[src/rtl/timera_counter.sv]
// ============================================================================
// Module   : timera_counter
// Brief    : TimerA counting core - synchronises TimerClock into MCLK and
//            advances TAR in stop/up/continuous/up-down modes.
// Revision : 1.0
// ============================================================================
`default_nettype none

module timera_counter #(
    parameter int WIDTH = 16
) (
    input  logic             MCLK,
    input  logic             reset_n,
    input  logic             TimerClock,
    input  logic [1:0]       MC,
    input  logic [WIDTH-1:0] TACCR0,
    input  logic             wTACLR,
    input  logic             wTAR,
    input  logic [WIDTH-1:0] TARin,
    input  logic             TAIE,
    input  logic             wTAIFGclr,
    output logic [WIDTH-1:0] TAR,
    output logic             TAIFG,
    output logic             TAIRQ,
    output logic             EQU0,
    output logic             dir
);

    localparam logic [1:0]       c_MC_STOP = 2'b00;
    localparam logic [1:0]       c_MC_UP   = 2'b01;
    localparam logic [1:0]       c_MC_CONT = 2'b10;
    localparam logic [1:0]       c_MC_UPDN = 2'b11;
    localparam logic [WIDTH-1:0] c_ZERO    = '0;
    localparam logic [WIDTH-1:0] c_ONE     = {{(WIDTH-1){1'b0}}, 1'b1};
    localparam logic [WIDTH-1:0] c_ONES    = '1;

    logic             r_s1, r_s2, r_sp;
    logic [1:0]       r_mc_prev;
    logic [WIDTH-1:0] r_tar;
    logic             r_taifg, r_equ0, r_dir;

    logic             w_tick, w_adv, w_set, w_equ, w_mc_wr, w_dir_nxt;
    logic [WIDTH-1:0] w_tar_nxt;

    assign w_tick  = r_s2 & ~r_sp;
    // A software write on the tick cycle swallows that tick entirely.
    assign w_adv   = w_tick & (MC != c_MC_STOP) & ~wTACLR & ~wTAR;
    assign w_mc_wr = (MC != r_mc_prev) & (MC != c_MC_UPDN);

    always_comb begin
        w_tar_nxt = r_tar;
        w_dir_nxt = r_dir;
        w_set     = 1'b0;
        case (MC)
            c_MC_UP: begin
                if (TACCR0 == c_ZERO) begin
                    w_tar_nxt = c_ZERO;
                end else if (r_tar >= TACCR0) begin
                    w_tar_nxt = c_ZERO;
                    w_set     = 1'b1;
                end else begin
                    w_tar_nxt = r_tar + c_ONE;
                end
            end
            c_MC_CONT: begin
                w_tar_nxt = r_tar + c_ONE;
                w_set     = (r_tar == c_ONES);
            end
            c_MC_UPDN: begin
                if (!r_dir) begin
                    if (r_tar >= TACCR0) begin
                        if (TACCR0 == c_ZERO) begin
                            w_tar_nxt = c_ZERO;
                        end else begin
                            w_dir_nxt = 1'b1;
                            w_tar_nxt = r_tar - c_ONE;
                        end
                    end else begin
                        w_tar_nxt = r_tar + c_ONE;
                    end
                end else if (r_tar == c_ZERO) begin
                    w_dir_nxt = 1'b0;
                    w_tar_nxt = c_ONE;
                end else begin
                    w_tar_nxt = r_tar - c_ONE;
                    w_set     = (r_tar == c_ONE);
                end
            end
            default: ;
        endcase
    end

    // A tick that leaves TAR where it was (TACCR0 = 0 hold) is not a match event.
    assign w_equ = w_adv & (w_tar_nxt == TACCR0) & (w_tar_nxt != r_tar);

    always_ff @(posedge MCLK) begin
        if (!reset_n) begin
            r_s1      <= 1'b0;
            r_s2      <= 1'b0;
            r_sp      <= 1'b0;
            r_mc_prev <= 2'b00;
            r_tar     <= c_ZERO;
            r_taifg   <= 1'b0;
            r_equ0    <= 1'b0;
            r_dir     <= 1'b0;
        end else begin
            r_s1      <= TimerClock;
            r_s2      <= r_s1;
            r_sp      <= r_s2;
            r_mc_prev <= MC;
            r_equ0    <= w_equ;
            r_taifg   <= (w_adv & w_set) | (r_taifg & ~wTAIFGclr);
            if (wTACLR) begin
                r_tar <= c_ZERO;
                r_dir <= 1'b0;
            end else if (wTAR) begin
                r_tar <= TARin;
            end else if (w_adv) begin
                r_tar <= w_tar_nxt;
                r_dir <= w_dir_nxt;
            end
            if (w_mc_wr) begin
                r_dir <= 1'b0;
            end
        end
    end

    assign TAR   = r_tar;
    assign TAIFG = r_taifg;
    assign TAIRQ = r_taifg & TAIE;
    assign EQU0  = r_equ0;
    assign dir   = r_dir;

endmodule

`default_nettype wire

[config.mk]
export PLATFORM = sky130hd
export DESIGN_NAME = timera_counter
export DESIGN_NICKNAME = d
export VERILOG_FILES = /design/src/rtl/timera_counter.sv
export SDC_FILE = /design/constraint.sdc
export NUM_CORES = 1
export LEC_CHECK = 0
export CAP_MARGIN = 20
export CORE_ASPECT_RATIO = 1.4
export CORE_MARGIN = 4
export CORE_UTILIZATION = 30
export CTS_CLUSTER_SIZE = 40
export DETAILED_ROUTE_END_ITERATION = 7
export SYNTH_ARGS = -nofsm -noshare
export SYNTH_HDL_FRONTEND = slang
export SYNTH_SLANG_ARGS = --single-unit
[constraint.sdc]
create_clock -name MCLK -period 9.4 [get_ports MCLK]
set_input_delay 0.94 -clock MCLK [delete_from_list [all_inputs] [get_ports MCLK]]
set_output_delay 0.94 -clock MCLK [all_outputs]
set_load 0.02 [all_outputs]
==> flow_summary.json, run 1 <==
{
  "stdcell_count": 633,
  "p_per_area_nw_per_um2": 93.7,
  "rsz0062_at_grt": "no",
  "antenna_found_initial": 0,
  "htree_num_levels": 1,
  "ys_seq_area_frac": 0.150,
  "cp.required_ns": 9.57,
  "rows": 44,
  "core_area_um2": 10400,
  "synth_enable_flop_cells": 0,
  "routedWlPerCell_um": 21.4,
  "slowest_delay_ns": 0.81,
  "crit_slowest_cell": "a2111oi_0",
  "setup_viol": 0,
  "root_buffer": "clkbuf_16",
  "gr-usage-all-layers": 0.218,
  "drive_gt1_frac": 0.0505,
  "power_leakage_nw": 1.47,
  "syn_to_final_growth_pct": 23.3,
  "overflow": 0,
  "dieArea_um2": 12400,
  "port_buffers": 60,
  "dp.cells": 629,
  "cts-resized-gates": 0,
  "worstPathMaxFanout": 13,
  "grt_pass1_vias": 3648,
  "cts_buffer_depth": 2,
  "status": "finished clean",
  "postCtsSetupRepairBufs": 0,
  "period_minus_slack_ns": 4.97,
  "clk_latency_ns": 0.28,
  "async_flop_share": 0,
  "syn-mean-instance-area_um2": 6.96,
  "crit_chain": "clkdlybuf4s50_1 > inv_1 > ha_1 > a21oi_1 > o21ai_0 > a2111oi_0 > and3_1 > nor2_4 > nor2_2 > a311oi_1 > a21o_1 > or4_1 > o311a_1",
  "crit_arrival_ns": 5.15,
  "drv_cap": 0,
  "tns_ns": 0,
  "io_pins": 61,
  "slew_viol_final": 0,
  "n_fill_cell": 1118,
  "hold_buffers": 0,
  "grt_pass1_wl_mm": 20.5,
  "post-route-period-util": 0.529,
  "yosys_register_bits": 24,
  "yosysWarnings": 0,
  "first_pass_iters": 5,
  "gp_congestion": 0.991,
  "endpoint_kind": "flip-flop",
  "diodes": 0,
  "worst_pin_slew_ns": 1.12,
  "hold_violations": 0,
  "numCtsBuffers": 3,
  "vdd.ir_drop.worst_mv": 0.0950,
  "maxSlewHeadroom": 0.250,
  "startpoint_type": "primary input",
  "nets": 557,
  "dp_hpwl_mm": 10.4,
  "vias": 3823,
  "syn-cell-area_um2": 3210,
  "clk_pin_slew_ns": 0.08,
  "cts_tree": "done",
  "final_antenna_net_count": 0,
  "syn_inst": 461,
  "die_w_um": 95.4,
  "multiInputGateArea_um2": 2480,
  "worstSetupPathType": "primary input to flip-flop",
  "ys_types": 75,
  "holdCritPathClass": "flip-flop to flip-flop",
  "regArea_um2": 480,
  "synth_nets": 522,
  "wl_mm": 13.5,
  "drc": 0,
  "die_h_um": 130,
  "drt_iter0_drc": 464,
  "synth_flop_cell": "dfxtp_1",
  "grt_max_degree": 22,
  "cts.sinks": 24,
  "initial_core_util": 0.308,
  "timing.fmax_ghz": 0.201,
  "finalClockSkew_ns": 0.00530,
  "vias_per_cell": 6.04
}
-- layout by cell type, fill, tap and decap left out, types with 3 or more instances in the layout --
master / n
nor4b_1: 3
a21oi_1: 36
inv_1: 26
nor2b_1: 5
or3_1: 8
nor2_1: 55
nand3_1: 16
xnor2_1: 16
nand2b_1: 4
clkbuf_16: 3
clkdlybuf4s50_1: 60
a31oi_1: 6
o22ai_1: 8
dfxtp_1: 24
nor4_1: 6
nor3_1: 17
o2111ai_1: 3
o31ai_1: 5
xor2_1: 6
o21ai_0: 20
a221oi_1: 3
o211ai_1: 5
o32ai_1: 5
nand2_1: 38
mux2i_1: 4
nand4_1: 9
or4_4: 3
and3_1: 6
ha_1: 20
or4_1: 4
a211oi_1: 9
and2_1: 9
a22oi_1: 4
-- kinds of logic (layout without fill, tap and decap cells) --
group,after synthesis,count (layout),share of synthesized area
adder cells (fa/ha/maj),20,20,0.0780
XOR/XNOR,22,22,0.0601
AO/OA/AOI/OAI,138,138,0.305
buffers and inverters,58,92,0.0765
multiplexers,6,6,0.0203
AND/OR/NAND/NOR,193,193,0.311
flip-flops,24,24,0.150
-- synth_stat cells, types with 2 or more instances --
cell type	n	area share
o21ai_1	2	0.0031
nor4b_1	3	0.0082
and4_1	2	0.0055
xor2_1	6	0.016
or4_4	3	0.011
a31oi_1	6	0.012
o21a_1	2	0.0047
o211a_1	2	0.0062
a22o_2	2	0.0062
clkbuf_1	22	0.026
o21ai_0	20	0.031
nor2_1	55	0.064
nor2b_1	5	0.0098
o22ai_1	8	0.016
o32ai_1	5	0.014
o31ai_1	5	0.012
nor3b_1	2	0.0047
or3_1	8	0.016
o2111ai_1	3	0.0082
and2_1	9	0.018
o211ai_1	5	0.012
ha_1	20	0.078
dfxtp_1	24	0.15
a211oi_1	9	0.021
xnor2_1	16	0.044
o311a_1	2	0.0062
inv_1	26	0.030
and3_1	6	0.012
buf_6	2	0.0070
a221oi_1	3	0.0082
nor3_1	17	0.027
a21oi_1	36	0.056
a22oi_1	4	0.0094
buf_2	4	0.0062
or4_1	4	0.0094
a32o_1	2	0.0062
mux2i_1	4	0.012
nand2b_1	4	0.0078
nand4_1	9	0.018
buf_1	2	0.0023
nand3_1	16	0.025
nand2_1	38	0.044
nor4_1	6	0.012
-- final cells by class --
type                            instances  area share
Clock buffer                            3      0.0190
Inverter                               26      0.0247
Multi-Input combinational cell        379       0.628
Timing Repair Buffer                   62       0.156
Clock inverter                          1     0.00760
Tap cell                              138      0.0437
Sequential cell                        24       0.122
-- through the flow --
stage          power, mW  worst slack [ns]  hold WS (ns)   util  area, µm²
2_1_floorplan      0.186              5.63         0.412      -       3210
3_3_place_gp       0.236              4.18         0.419  0.370       3850
3_5_place_dp       0.236              4.22         0.421  0.370       3850
4_1_cts            0.372              4.52         0.439  0.380       3950
5_1_grt            0.385              4.24         0.446  0.380       3950
6_report           0.370              4.43         0.441  0.380       3950
-- path summary, 6_finish.rpt --
kind | from | end | cells after the start | slack (ns)
worst max-delay path | TACCR0[7] | EQU0 | 13 | 4.43
worst min register to register | r_s1 | r_s2 | 1 | 0.44
worst min-delay path | r_s1 | r_s2 | 1 | 0.44
worst max register to register | TAR[7] | EQU0 | 11 | 4.82
-- flip-flops by register name (all words and copies together) (netlist names) --
signal	count
EQU0	1
TAIFG	1
TAR	16
dir	1
r_mc_prev	2
r_s1	1
r_s2	1
r_sp	1
-- worst max-delay path: cells and delay by family --
kind	cells	cell delay, ns
buffers and inverters	2	0.58
AOI/OAI and AO/OA	6	1.73
adders and majority gates	1	0.32
and+or+nand+nor	4	1.57
-- metal layers --
layer	track usage	vias up	part of all wire
li1	-	1781	-
met3	0.0213	42	0.056
met4	0.118	0	0.051
met5	0	-	0
met1	0.266	1821	0.40
met2	0.371	179	0.49
-- power breakdown --
| group | switching, mW | internal, mW | leakage [nW] |
|---|---|---|---|
| registers | 0.00981 | 0.105 | 0.196 |
| logic | 0.0701 | 0.0511 | 1.22 |
| clock network | 0.0493 | 0.0852 | 0.0511 |
Note: power is estimated with default switching activity, not from simulation.
==> run 2: changes to the inputs <==
==> constraint.sdc (replaced) <==
create_clock -name MCLK -period 4.7 [get_ports MCLK]
set_input_delay 0.47 -clock MCLK [delete_from_list [all_inputs] [get_ports MCLK]]
set_output_delay 0.47 -clock MCLK [all_outputs]
set_load 0.02 [all_outputs]
==> run 2 against run 1 <==
  * Count of clock-buffer cells in the layout increased by 1
  * Largest power group is now combinational cells
  * Final cell count increased by 3.2%
  * Hold slack about the same
  * Sequential share of layout area decreased by 0.40 points
==> flow_summary.json, run 2 (same netlist as run 1, synthesis figures left out) <==
{
  "status": "finished clean",
  "grt_pass1_vias": 3837,
  "drt_iter0_drc": 540,
  "cp_top_family": "compound AO/OA/AOI/OAI gates",
  "clk_latency_ns": 0.28,
  "r2r-start": "TAR[13]",
  "crit_arrival_ns": 4.53,
  "tns_ns": 0,
  "setup_viol": 0,
  "slew_viol_final": 0,
  "holdCritPathClass": "flip-flop to flip-flop",
  "overflow": 0,
  "p_per_area_nw_per_um2": 173,
  "post-route-period-util": 0.928,
  "layout_commonest_cell": "clkdlybuf4s50_1",
  "timing.fmax_ghz": 0.229,
  "routedWlPerCell_um": 20.8,
  "root_buffer": "clkbuf_16",
  "nets": 577,
  "largest_register_ffs": 16,
  "p_comb_frac": 0.367,
  "postCtsSetupRepairBufs": 0,
  "diodes": 0,
  "power.switching_mw": 0.258,
  "cp.required_ns": 4.87,
  "rsz0062_at_grt": "no",
  "wl_mm": 13.6,
  "period_minus_slack_ns": 4.36,
  "grt_pass1_wl_mm": 20.6,
  "port_buffers": 60,
  "rows": 44,
  "drc": 0,
  "drv_cap": 0,
  "worstSetupPathType": "primary input to flip-flop",
  "io_pins": 61,
  "hold_violations": 0,
  "worst_pin_slew_ns": 1.04,
  "power_leakage_nw": 1.56,
  "antenna_found_initial": 0,
  "crit_slowest_cell": "a2111oi_0",
  "post_dp_cell_area_um2": 4000,
  "worstPathMaxFanout": 13,
  "dp_hpwl_mm": 10.5,
  "cts_tree": "done",
  "p_seq_frac": 0.310,
  "vdd.ir_drop.worst_mv": 0.123,
  "syn_to_final_growth_pct": 27.4,
  "cp.buffers_inverters": 2,
  "min_from": "r_s1",
  "startpoint_type": "primary input",
  "gr-usage-all-layers": 0.218,
  "htree_num_levels": 1,
  "die_w_um": 95.4,
  "slowest_delay_ns": 0.74,
  "endpoint_kind": "flip-flop",
  "gp_congestion": 0.977,
  "layout_common_cells": "clkdlybuf4s50_1, nor2_1, nand2_1",
  "cts.sinks": 24,
  "grt_max_degree": 22,
  "startpoint": "TACCR0[15]",
  "cts_buffer_depth": 2,
  "first_pass_iters": 5,
  "vias_per_cell": 6.01,
  "final_antenna_net_count": 0,
  "initial_core_util": 0.308,
  "p_clk_frac": 0.323,
  "vias": 3922,
  "hold_buffers": 0,
  "numCtsBuffers": 3,
  "die_h_um": 130,
  "p_sw_frac": 0.364,
  "crit_chain": "clkdlybuf4s50_1 > inv_1 > ha_1 > nand4_1 > o21bai_1 > a2111oi_0 > and3_1 > nor2_4 > a211oi_2 > or3_1 > o31ai_1 > a221o_1 > o311a_1",
  "maxSlewHeadroom": 0.305,
  "drive_gt1_frac": 0.0874,
  "cts-resized-gates": 0,
  "clk_pin_slew_ns": 0.08,
  "core_area_um2": 10400,
  "finalClockSkew_ns": 0.00321,
  "dieArea_um2": 12400,
  "p_int_mw": 0.451,
  "final_area_um2": 4090
}
## run 2: cell count changes in the layout (fill, tap and decap cells not counted), sizes merged
cell    before  now
buf          2   22
bufinv       1    0
clkbuf       3    4
## run 2: power by group through the flow
stage / Clock (mW) / Combinational (mW) / Sequential [mW]
finish: 0.229 / 0.260 / 0.220
global route: 0.238 / 0.282 / 0.221
CTS: 0.233 / 0.257 / 0.220
detailed placement: 0 / 0.256 / 0.224
global placement: 0 / 0.255 / 0.224
floorplan: 0 / 0.145 / 0.226
## run 2: per-stage QoR
step | setup slack, ns | power, mW | utilization | hold WS [ns] | std cells
after global routing | 0.174 | 0.741 | 0.393 | 0.474 | 653
after CTS | 0.398 | 0.710 | 0.393 | 0.444 | 653
after floorplan | 1.31 | 0.371 | - | 0.412 | 461
final | 0.340 | 0.709 | 0.393 | 0.441 | 653
after global placement | 0.186 | 0.479 | 0.384 | 0.418 | 649
after detailed placement | 0.100 | 0.480 | 0.384 | 0.426 | 649
## run 2: layer usage
| layer | vias up | wire, µm | GRT usage |
|---|---|---|---|
| li1 | 1827 | - | - |
| met1 | 1832 | 5300 | 0.262 |
| met2 | 222 | 6710 | 0.375 |
| met3 | 41 | 922 | 0.0306 |
| met4 | 0 | 653 | 0.111 |
| met5 | - | 0 | 0 |
## run 2: layout make-up
cell class,instances,area (µm²)
Clock buffer,4,88.8
Fill cell,1116,6320
Inverter,26,97.6
Multi-Input combinational cell,379,2480
Sequential cell,24,480
Tap cell,138,173
Timing Repair Buffer,82,766
## run 2: worst reg2reg max path, delay by kind of cell (launching register included)
family	cells	cell delay [ns]
compound gates	6	1.99
simple gates	4	1.14
flops	1	0.62
fa+ha+maj	1	0.34
## run 2: final timing paths
path,slack [ns],to,cells past startpoint
worst max register to register,0.50,EQU0,11
worst min register to register,0.44,r_s2,1
worst min-delay path,0.44,r_s2,1
worst max-delay path,0.34,EQU0,13
